[config.mk]
export PLATFORM = sky130hd
export DESIGN_NAME = lc3_decode
export DESIGN_NICKNAME = d
export VERILOG_FILES = /design/src/rtl/lc3_pkg.sv /design/src/rtl/lc3_decode_ctrl.sv /design/src/rtl/lc3_decode.sv
export SDC_FILE = /design/constraint.sdc
export NUM_CORES = 1
export LEC_CHECK = 0
export BUFFER_PORTS_ARGS = -buffer_cell sky130_fd_sc_hd__buf_2
export CORE_ASPECT_RATIO = 0.5
export CORE_UTILIZATION = 45
export DETAILED_ROUTE_END_ITERATION = 6
export PLACE_DENSITY_LB_ADDON = 0.15
export SYNTH_ARGS = -nofsm -noshare
export SYNTH_HDL_FRONTEND = slang
export SYNTH_SLANG_ARGS = --single-unit
[constraint.sdc]
create_clock -name clock -period 2.1 [get_ports clock]
set_input_delay 0.21 -clock clock [delete_from_list [all_inputs] [get_ports clock]]
set_output_delay 0.21 -clock clock [all_outputs]
set_load 0.02 [all_outputs]
[src/rtl/lc3_pkg.sv]
// LC-3 decode shared types and opcode-to-control mapping.
// Used by the decode stage RTL and by the decode_in predictor.
package lc3_pkg;

  typedef enum logic [3:0] {
    OP_BR   = 4'h0, OP_ADD  = 4'h1, OP_LD   = 4'h2, OP_ST   = 4'h3,
    OP_RSV4 = 4'h4, OP_AND  = 4'h5, OP_LDR  = 4'h6, OP_STR  = 4'h7,
    OP_RTI  = 4'h8, OP_NOT  = 4'h9, OP_LDI  = 4'hA, OP_STI  = 4'hB,
    OP_JMP  = 4'hC, OP_RSVD = 4'hD, OP_LEA  = 4'hE, OP_TRAP = 4'hF
  } op_t;

  typedef enum logic {
    S_IDLE,
    S_ACTIVE
  } state_t;

  localparam logic [1:0] ALU_ADD = 2'b00;
  localparam logic [1:0] ALU_AND = 2'b01;
  localparam logic [1:0] ALU_NOT = 2'b10;

  localparam logic [1:0] PC1_NONE = 2'b00;
  localparam logic [1:0] PC1_OFF9 = 2'b01;
  localparam logic [1:0] PC1_OFF6 = 2'b10;
  localparam logic [1:0] PC1_BASE = 2'b11;

  localparam logic [1:0] WB_ALU   = 2'b00;
  localparam logic [1:0] WB_PCADD = 2'b01;
  localparam logic [1:0] WB_MEM   = 2'b10;

  localparam int E_OP2 = 0;
  localparam int E_PC2 = 1;
  localparam int E_PC1 = 2;
  localparam int E_ALU = 4;

  typedef struct packed {
    logic [5:0] e;
    logic [1:0] w;
    logic       mem;
    logic       illegal;
  } ctrl_t;

  function automatic ctrl_t decode_ctrl(input op_t op, input logic imm_bit);
    ctrl_t c;
    c = '0;
    case (op)
      OP_ADD, OP_AND: begin
        c.e[E_ALU +: 2] = (op == OP_AND) ? ALU_AND : ALU_ADD;
        c.e[E_OP2]      = ~imm_bit;
      end
      OP_NOT: c.e[E_ALU +: 2] = ALU_NOT;
      OP_BR, OP_ST, OP_STI: begin
        c.e[E_PC1 +: 2] = PC1_OFF9;
        c.e[E_PC2]      = 1'b1;
        c.mem           = (op == OP_STI);
      end
      OP_LD, OP_LDI: begin
        c.e[E_PC1 +: 2] = PC1_OFF9;
        c.e[E_PC2]      = 1'b1;
        c.w             = WB_MEM;
        c.mem           = (op == OP_LDI);
      end
      OP_LEA: begin
        c.e[E_PC1 +: 2] = PC1_OFF9;
        c.e[E_PC2]      = 1'b1;
        c.w             = WB_PCADD;
      end
      OP_JMP: c.e[E_PC1 +: 2] = PC1_BASE;
      OP_LDR: begin
        c.e[E_PC1 +: 2] = PC1_OFF6;
        c.w             = WB_MEM;
      end
      OP_STR: c.e[E_PC1 +: 2] = PC1_OFF6;
      default: c.illegal = 1'b1;
    endcase
    return c;
  endfunction

endpackage

[src/rtl/lc3_decode_ctrl.sv]
// Combinational opcode-to-control mapper.
// Pure function of the opcode and the immediate-mode bit.
module lc3_decode_ctrl
  import lc3_pkg::*;
(
  input  logic [3:0] op,
  input  logic       imm_bit,
  output ctrl_t      ctrl
);

  assign ctrl = decode_ctrl(op_t'(op), imm_bit);

endmodule

[src/rtl/lc3_decode.sv]
// LC-3 decode stage: registers the instruction and its control words.
// Adds a valid strobe, illegal-opcode flag and saturating capture count.
module lc3_decode
  import lc3_pkg::*;
#(
  parameter int CNT_W        = 16,
  parameter int FLAG_ILLEGAL = 1
) (
  input  logic             clock,
  input  logic             reset,
  input  logic             enable_decode,
  input  logic [15:0]      dout,
  input  logic [15:0]      npc_in,
  output logic [15:0]      IR,
  output logic [15:0]      npc_out,
  output logic [5:0]       E_Control,
  output logic [1:0]       W_Control,
  output logic             Mem_Control,
  output logic             valid_out,
  output logic             illegal_op,
  output logic [CNT_W-1:0] instr_count
);

  localparam logic [CNT_W-1:0] CNT_ONE = {{(CNT_W-1){1'b0}}, 1'b1};

  ctrl_t  ctrl;
  logic   ill_d;
  logic   vld_q;
  state_t state;
  state_t state_n;

  lc3_decode_ctrl u_ctrl (
    .op      (dout[15:12]),
    .imm_bit (dout[5]),
    .ctrl    (ctrl)
  );

  assign ill_d = (FLAG_ILLEGAL != 0) && ctrl.illegal;

  // Instruction and control word register, loaded on each capture.
  always_ff @(posedge clock) begin
    if (reset) begin
      IR          <= '0;
      npc_out     <= '0;
      E_Control   <= '0;
      W_Control   <= '0;
      Mem_Control <= 1'b0;
      illegal_op  <= 1'b0;
    end else if (enable_decode) begin
      IR          <= dout;
      npc_out     <= npc_in;
      E_Control   <= ctrl.e;
      W_Control   <= ctrl.w;
      Mem_Control <= ctrl.mem;
      illegal_op  <= ill_d;
    end
  end

  // State, valid strobe and saturating capture counter.
  always_ff @(posedge clock) begin
    if (reset) begin
      state       <= S_IDLE;
      vld_q       <= 1'b0;
      instr_count <= '0;
    end else begin
      state <= state_n;
      vld_q <= enable_decode;
      if (enable_decode && (instr_count != {CNT_W{1'b1}}))
        instr_count <= instr_count + CNT_ONE;
    end
  end

  // Next state: leave IDLE on the first capture, return only on reset.
  always_comb begin
    state_n = state;
    if ((state == S_IDLE) && enable_decode)
      state_n = S_ACTIVE;
  end

  assign valid_out = vld_q && (state == S_ACTIVE);

endmodule

-- After elaboration in Yosys (flattened, before gate mapping)
Cells that the tools add are included.
W data, S select, Z words.
- register bits: 60
- input port bits: 35
- output and inout bits: 59
- word-level logic and storage cells: 43
- $add $sub $neg: 1
- equality and inequality tests: 12
- muxes and demuxes: 8
- bitwise logic cells: 2
- reductions and logical operators: 11
- operator list (operator ; count):
    $eq A4 B4 Y1 const B ; 5
    $add A16 B1 Y16 const B ; 1
    $ne A16 B16 Y1 const B ; 1
    $eq A4 B3 Y1 const B ; 3
    $reduce_or A12 Y1 ; 1
    $eq A4 B2 Y1 const B ; 2
    $pmux W2 S2 ; 2
    $pmux W2 S3 ; 1
    $reduce_or A2 Y1 ; 3
    $reduce_or A3 Y1 ; 2
    $reduce_or A6 Y1 ; 1
    $eq A4 B1 Y1 const B ; 1
    $logic_not A4 Y1 ; 1
    $mux W1 ; 4
    $logic_and A1 B1 Y1 ; 3
    $not A1 Y1 ; 2
    $pmux W1 S2 ; 1

-- Logic depth before layout (Yosys ltp)
Gate-level depths: netlist of run 1.
- depth after elaboration: 3
- gate-level depth with buffers: 6

-- Cells and area by module
Synthesis of run 1 repeated with hierarchy kept, for this count alone.
- cell total of the unflattened synthesis: 262
- area, all modules: 2531.2 sq um
- modules (own cells, without submodules) (module ; instances ; cells each ; area an instance (sq um)):
    lc3_decode ; 1 ; 239 ; 2349.8
    lc3_decode_ctrl ; 1 ; 23 ; 181.4

-- Least setup slack after synthesis of run 1
No wires, ideal clock.
- path type: reg2reg
- start: register instr_count[0]
- end: register instr_count[14]
- data arrival time: 1731 ps
- slack: 278 ps
- stages on the path, launching flop included: 7
- path buffers: 1
- cells stage by stage: dfxtp_1 -> ha_1 -> nand4_1 -> buf_2 -> nor4_1 -> a21oi_1 -> a311oi_1
- cells in the longest elaborated chain, start to end: 2
- elaborated cells on any way between the ends: 3
- classes of those cells: add/sub: 1; eq/ne: 1; reduce/logical: 1
- ends and longest elaborated chain (element ; RTL line ; text):
    start: declaration ; lc3_decode.sv:21 ; output logic [CNT_W-1:0] instr_count
    start signal: assignment ; lc3_decode.sv:69 ; instr_count <= instr_count + CNT_ONE;
    parallel branches: the longest is 2 deep, another holds $add A16 B1 Y16 ; n/a ;
Parallel ways; which one is timed is not known.
A chain may end at the register's enable or synchronous reset.

-- Worst setup path in the final report of run 1
Same ends and word-level chain as after synthesis.

==> reports/results.txt, run 1 <==
Status: complete, no violations
Routability cong.: 0.813
Worst-path clk slew: 70 ps
Post-DRT Antenna Nets: 0
Drt wl/cell: 12.2 um
Worst-Skew Late Latency: 330 ps
Setup violations, final: 0
# Max-Cap Violations: 0
Most frequent cell after synthesis: dfxtp_1
Post-synth EDFFs: 0
Layout area overhead: 32.2%
Pwr Density: 855 nW/um^2
Largest net degree at the start of global routing: 45
Worst-Margin Slew: 634 ps
Syn. warnings: 0
Hold WC Path Type: in -> reg
Layout Nets: 393
Switching fraction of total power: 23.5%
Syn Area/Cell: 9.24 um^2
Placed instance count: 416
Power share of the clock group: 45.2%
Antenna diode instance count: 0
Slowest Stage Delay on Critical Path: 480 ps
Final hold violation count: 0
Post-Syn Area: 2420 um^2
Die area: 5700 um^2
Largest cells by area after synthesis: dfxtp_1 50%, mux2i_1 14%, nor2_1 7.8%, a21oi_1 3.5%, nand2_1 2.2%
Input/output buffers: 93
Fmax: 0.545 GHz
Synth Flop Type: dfxtp_1
RSZ-0062 raised after global routing: false
Sequential share of power: 44.4%
Synth Register Bits: 60
Pre-antenna DRT Iters: 4
Max-Slew Margin vs Limit: 57.8%
Post-synthesis sequential area ratio: 49.6%
Finished Layout Cells: 432
Worst Setup Start Kind: flip-flop
Share of layout cells above drive strength 1: 33.4%
Crit path time final: 1830 ps
CTS buffer count: 9
Delay-heaviest family, CP: simple AND/OR/NAND/NOR gates
CP Max Fanout: 5
CP Class: reg -> reg
Die W: 106 um
Clock Skew: 7.51 ps
Psw: 0.643 mW
Synth cell count leaders: 60 x dfxtp_1, 50 x nor2_1, 34 x mux2i_1, 17 x a21oi_1, 14 x nand2_1
Post-synthesis cell type count: 39
Postcts setup bufs: 0
# DRC: 0
Ys async rst share: 0%
Grt total ovfl: 0
Pleak: 1.50 nW
Worst EP required: 2340 ps
Routed WL: 5260 um
Final HPWL DP: 3640 um
Vias per cell: 5.06
Period utilization: 87.4%
Logic gate share of total power: 10.5%
Worst Path Arrival: 2080 ps
Worst VDD drop: 419 uV
First-pass GRT wire length: 8560 um
Die Ht: 53.9 um
Syn_nets: 298
Initial antenna violation count: 0
Longest Clk Path Bufs: 2
Max Slew Vio Count: 0
Buf/Inv on CP: 0
Vias: 2184
Worst path cell trace: ha_1 > nand4_1 > nor4_1 > a21oi_1 > a311oi_1
DRT iter0 DRCs: 95
Gr usage total: 19.7%
Internal power: 2.09 mW
CTS Sinks: 60
Core outline area: 5040 um^2
IO Pins: 94
TritonCTS clock tree: yes
Initial Util: 48.0%
Synth top area share: 49.6%
Post-synth top area cell: dfxtp_1
Post-Syn Instances: 262
Crit end category: flip-flop
Std cell rows: 18
H-tree levels: 3
Root Buffer: clkbuf_8
Slowest-stage cell, CP: nor4_1
Final setup TNS: 0 ps
Vias in the first global route: 1911
==> worst min-delay path: cells and delay by family <==
family / cells / cell delay [ps]
mux: 1 / 50
simple gates: 1 / 70
buf+inv: 1 / 80
==> power groups by stage <==
stage / clock [mW] / combinational (mW) / sequential (mW)
4_1_cts: 1.27 / 0.290 / 1.21
3_5_place_dp: 0 / 0.290 / 1.24
6_report: 1.24 / 0.287 / 1.21
3_3_place_gp: 0 / 0.283 / 1.24
5_1_grt: 1.31 / 0.317 / 1.22
2_1_floorplan: 0 / 0.122 / 1.30
==> layout make-up <==
| type | instances | area, um^2 |
|---|---|---|
| Fill cell | 465 | 1840 |
| Clock buffer | 10 | 128 |
| Timing Repair Buffer | 100 | 518 |
| Sequential cell | 60 | 1200 |
| Clock inverter | 6 | 113 |
| Multi-Input combinational cell | 183 | 1140 |
| Inverter | 3 | 11.3 |
| Tap cell | 70 | 87.6 |
==> timing repair <==
| action | in CTS | in global routing |
|---|---|---|
| setup endpoints to repair | 0 | 1 |
| hold buffers | 0 | 0 |
| resized for setup | 0 | 1 |
==> sequential cells by signal, indices dropped and copies added (netlist names) <==
signal and cells:
illegal_op 1, W_Control 2, instr_count 16, Mem_Control 1
vld_q 1, E_Control 6, npc_out 16, state 1
IR 16
==> worst paths after layout <==
| path | to | depth (start not counted) | slack [ps] | start |
|---|---|---|---|---|
| max | instr_count[14] | 5 | 270 | instr_count[0] |
| min | npc_out[11] | 3 | 110 | npc_in[11] |
| max reg2reg | instr_count[14] | 5 | 270 | instr_count[0] |
| min reg2reg | Mem_Control | 2 | 460 | Mem_Control |
==> cells by family after synthesis <==
kind of cell	count (synthesis)	share of synthesized area, %
and+or+nand+nor	109	21.7
xor gates and xnor gates	1	0.362
adders and majority gates	1	0.517
muxes	36	15.0
buffers and inverters	19	3.41
AOI/OAI and AO/OA	36	9.46
DFF	60	49.6
==> cells in the final DEF (no fill, tap or decap), drive strengths merged <==
master / instances
or2: 2
inv: 2
o31ai: 3
o21a: 1
or3: 4
buf: 100
nand2b: 2
and3: 2
clkinv: 4
clkbuf: 10
nor4b: 2
o311a: 1
bufinv: 3
or4: 4
a311oi: 2
nor3: 5
xor2: 1
a211oi: 2
nor2: 50
a21oi: 17
o21ai: 6
o41ai: 3
nand4b: 1
nand4: 5
mux2i: 34
dfxtp: 60
nand3: 8
ha: 1
nor2b: 4
nand2: 14
and2: 3
nor4: 3
a21boi: 1
mux2: 2
==> metrics by stage <==
step | setup slack [ps] | total power, mW | utilization (%) | hold WS [ps] | cell area [um^2]
global placement | 323 | 1.52 | 58.6 | 438 | 2960
finish | 266 | 2.74 | 63.5 | 108 | 3200
detailed placement | 221 | 1.53 | 58.6 | 453 | 2960
floorplan | 278 | 1.42 | - | 357 | 2420
global route | 4.20 | 2.85 | 63.5 | 95.8 | 3200
CTS | 195 | 2.77 | 63.3 | 89.1 | 3200
==> metal layers <==
layer	vias to the layer above	global-route usage (%)	wire length [um]
met4	0	7.64	48
met1	1004	23.7	2400
met3	6	8.35	387
li1	1112	-	-
met2	62	32.1	2420
met5	-	0	0
Power figures use the tool's default switching activity.
==> run 2: changes to the inputs <==
==> constraint.sdc (replaced) <==
create_clock -name clock -period 2 [get_ports clock]
set_input_delay 0.2 -clock clock [delete_from_list [all_inputs] [get_ports clock]]
set_output_delay 0.2 -clock clock [all_outputs]
set_load 0.02 [all_outputs]
==> reports/results.txt, run 2 (synthesis results as in run 1) <==
# Max-Cap Violations: 0 (unchanged)
Placed instance count: 416 (unchanged)
Setup violations, final: 0 (unchanged)
Worst VDD drop: 467 uV (was 419 uV)
Routability cong.: 0.796 (was 0.813)
Worst-Skew Late Latency: 320 ps (was 330 ps)
Worst Setup Start Kind: flip-flop (unchanged)
Final Instance Area: 3170 um^2 (was 3200 um^2)
Worst-Margin Slew: 639 ps (was 634 ps)
Std cell rows: 18 (unchanged)
R2R setup slack: 210 ps (was 270 ps)
# DRC: 0 (unchanged)
Final HPWL DP: 3640 um (about the same)
Cell Area, Placed: 2970 um^2 (was 2960 um^2)
Max Slew Vio Count: 0 (unchanged)
Hold Path Sink: IR[1] (was npc_out[11])
Die Ht: 53.9 um (unchanged)
Postcts setup bufs: 0 (unchanged)
CTS buffer count: 9 (unchanged)
H-tree levels: 3 (unchanged)
Layout Nets: 393 (unchanged)
Clock Skew: 7.08 ps (was 7.51 ps)
Worst-case reg-to-reg path depth: 6 (was 5)
Worst Hold Launch: dout[1] (was npc_in[11])
Hold WC Path Type: in -> reg (unchanged)
Initial Util: 48.0% (unchanged)
Storage element area: 1200 um^2 (unchanged)
Worst EP required: 2200 ps (was 2340 ps)
Period utilization: 89.3% (was 87.4%)
First-pass GRT wire length: 8470 um (was 8560 um)
Buf/Inv on CP: 1 (was 0)
Longest Clk Path Bufs: 2 (unchanged)
Drt wl/cell: 12.3 um (was 12.2 um)
Final cell utilization of the core: 62.8% (was 63.5%)
Finished Layout Cells: 432 (unchanged)
Die area: 5700 um^2 (unchanged)
Core outline area: 5040 um^2 (unchanged)
Vias: 2195 (was 2184)
CTS Sinks: 60 (unchanged)
Hold Crit Depth: 3 (unchanged)
Slowest-stage cell, CP: nor4_1 (unchanged)
Commonest cells after routing, fill and taps aside: 93 x buf_2, 60 x dfxtp_1, 50 x nor2_1 (unchanged)
CP Max Fanout: 11 (was 5)
Delay-heaviest family, CP: simple AND/OR/NAND/NOR gates (unchanged)
Fmax: 0.560 GHz (was 0.545 GHz)
Status: complete, no violations (unchanged)
Routed WL: 5300 um (was 5260 um)
Antenna diode instance count: 0 (unchanged)
Layout area overhead: 30.8% (was 32.2%)
Vias in the first global route: 1941 (was 1911)
Input/output buffers: 93 (unchanged)
DRT iter0 DRCs: 69 (was 95)
CP Class: reg -> reg (unchanged)
R2r startpoint: instr_count[0] (unchanged)
IO Pins: 94 (unchanged)
Crit end category: flip-flop (unchanged)
Crit path time final: 1790 ps (was 1830 ps)
Vias per cell: 5.08 (was 5.06)
Initial antenna violation count: 0 (unchanged)
RSZ-0062 raised after global routing: false (unchanged)
Final setup TNS: 0 ps (unchanged)
Largest registers: IR: 16 flops, instr_count: 16 flops, npc_out: 16 flops (unchanged)
TritonCTS clock tree: yes (unchanged)
Most common cell after layout, fill and taps aside: buf_2 (unchanged)
Pleak: 1.48 nW (was 1.50 nW)
Fill cell count: 446 (was 465)
Cts repair resizes: 0 (unchanged)
Slowest Stage Delay on Critical Path: 440 ps (was 480 ps)
Die W: 106 um (unchanged)
Max-Slew Margin vs Limit: 57.4% (was 57.8%)
RR Endpoint: instr_count[7] (was instr_count[14])
Multi-input gate area: 1140 um^2 (about the same)
Grt total ovfl: 0 (unchanged)
Worst path cell trace: ha_1 > nand4_1 > buf_4 > nor4_1 > or4_1 > a21oi_1 (was ha_1 > nand4_1 > nor4_1 > a21oi_1 > a311oi_1)
Pwr Density: 843 nW/um^2 (was 855 nW/um^2)
Worst-path clk slew: 70 ps (about the same)
Largest net degree at the start of global routing: 45 (unchanged)
Worst Path Arrival: 1990 ps (was 2080 ps)
Post-DRT Antenna Nets: 0 (unchanged)
Gr usage total: 19.2% (was 19.7%)
Share of layout cells above drive strength 1: 33.4% (unchanged)
Final hold violation count: 0 (unchanged)
Pre-antenna DRT Iters: 4 (unchanged)
Root Buffer: clkbuf_8 (unchanged)
CTS Hold Bufs: 0 (unchanged)
==> run 2: changes by cell type in the layout (fill, tap and decap cells not counted) <==
cell / change
clkinvlp_4: +3
bufinv_16: -2
clkinv_4: -2
inv_6: +2
buf_12: +1
buf_4: -1
clkbuf_1: -1
nor4_1: +1
nor4_2: -1
==> run 2: tightest hold or removal path, cell delays in order <==
cell     delay [ps]
buf_2            70
mux2i_1          50
nor2_1           70
==> run 2: where the power goes <==
group	internal (mW)	switching, mW	total (mW)
clock	0.581	0.510	1.09
combinational	0.123	0.180	0.302
sequential	1.25	0.0284	1.28
==> run 2: worst max-delay path by stage <==
stage,endpoint,start,slack (ps),cells after the start
2_1_floorplan,instr_count[14],instr_count[0],180,6
3_3_place_gp,instr_count[13],instr_count[0],260,6
3_5_place_dp,instr_count[13],instr_count[0],240,6
4_1_cts,instr_count[7],instr_count[0],220,6
5_1_grt,instr_count[5],instr_count[0],20,6
6_report,instr_count[7],instr_count[0],210,6
==> run 2: layer usage <==
layer  track usage (%)  wire length (um)  up-vias
li1                  -                 -     1107
met1              21.0              2420     1022
met2              34.9              2500       62
met3              9.08               366        4
met4              4.63                16        0
met5                 0                 0        -
==> run 2: stage by stage <==
stage / hold WS [ps] / total power, mW / worst slack [ps]
floorplan: 347 / 1.49 / 178
global route: 78.0 / 2.79 / 19.0
CTS: 87.6 / 2.70 / 215
finish: 103 / 2.67 / 214
global placement: 433 / 1.60 / 262
detailed placement: 441 / 1.61 / 235
==> run 2: layout make-up <==
class,instances,share of cell area (%)
well taps,70,2.77
flip-flops and latches,60,37.9
clock inverters,7,2.37
inverters,3,0.356
repair buffers,100,16.8
clock buffers,9,3.91
multi-input cells,183,35.9
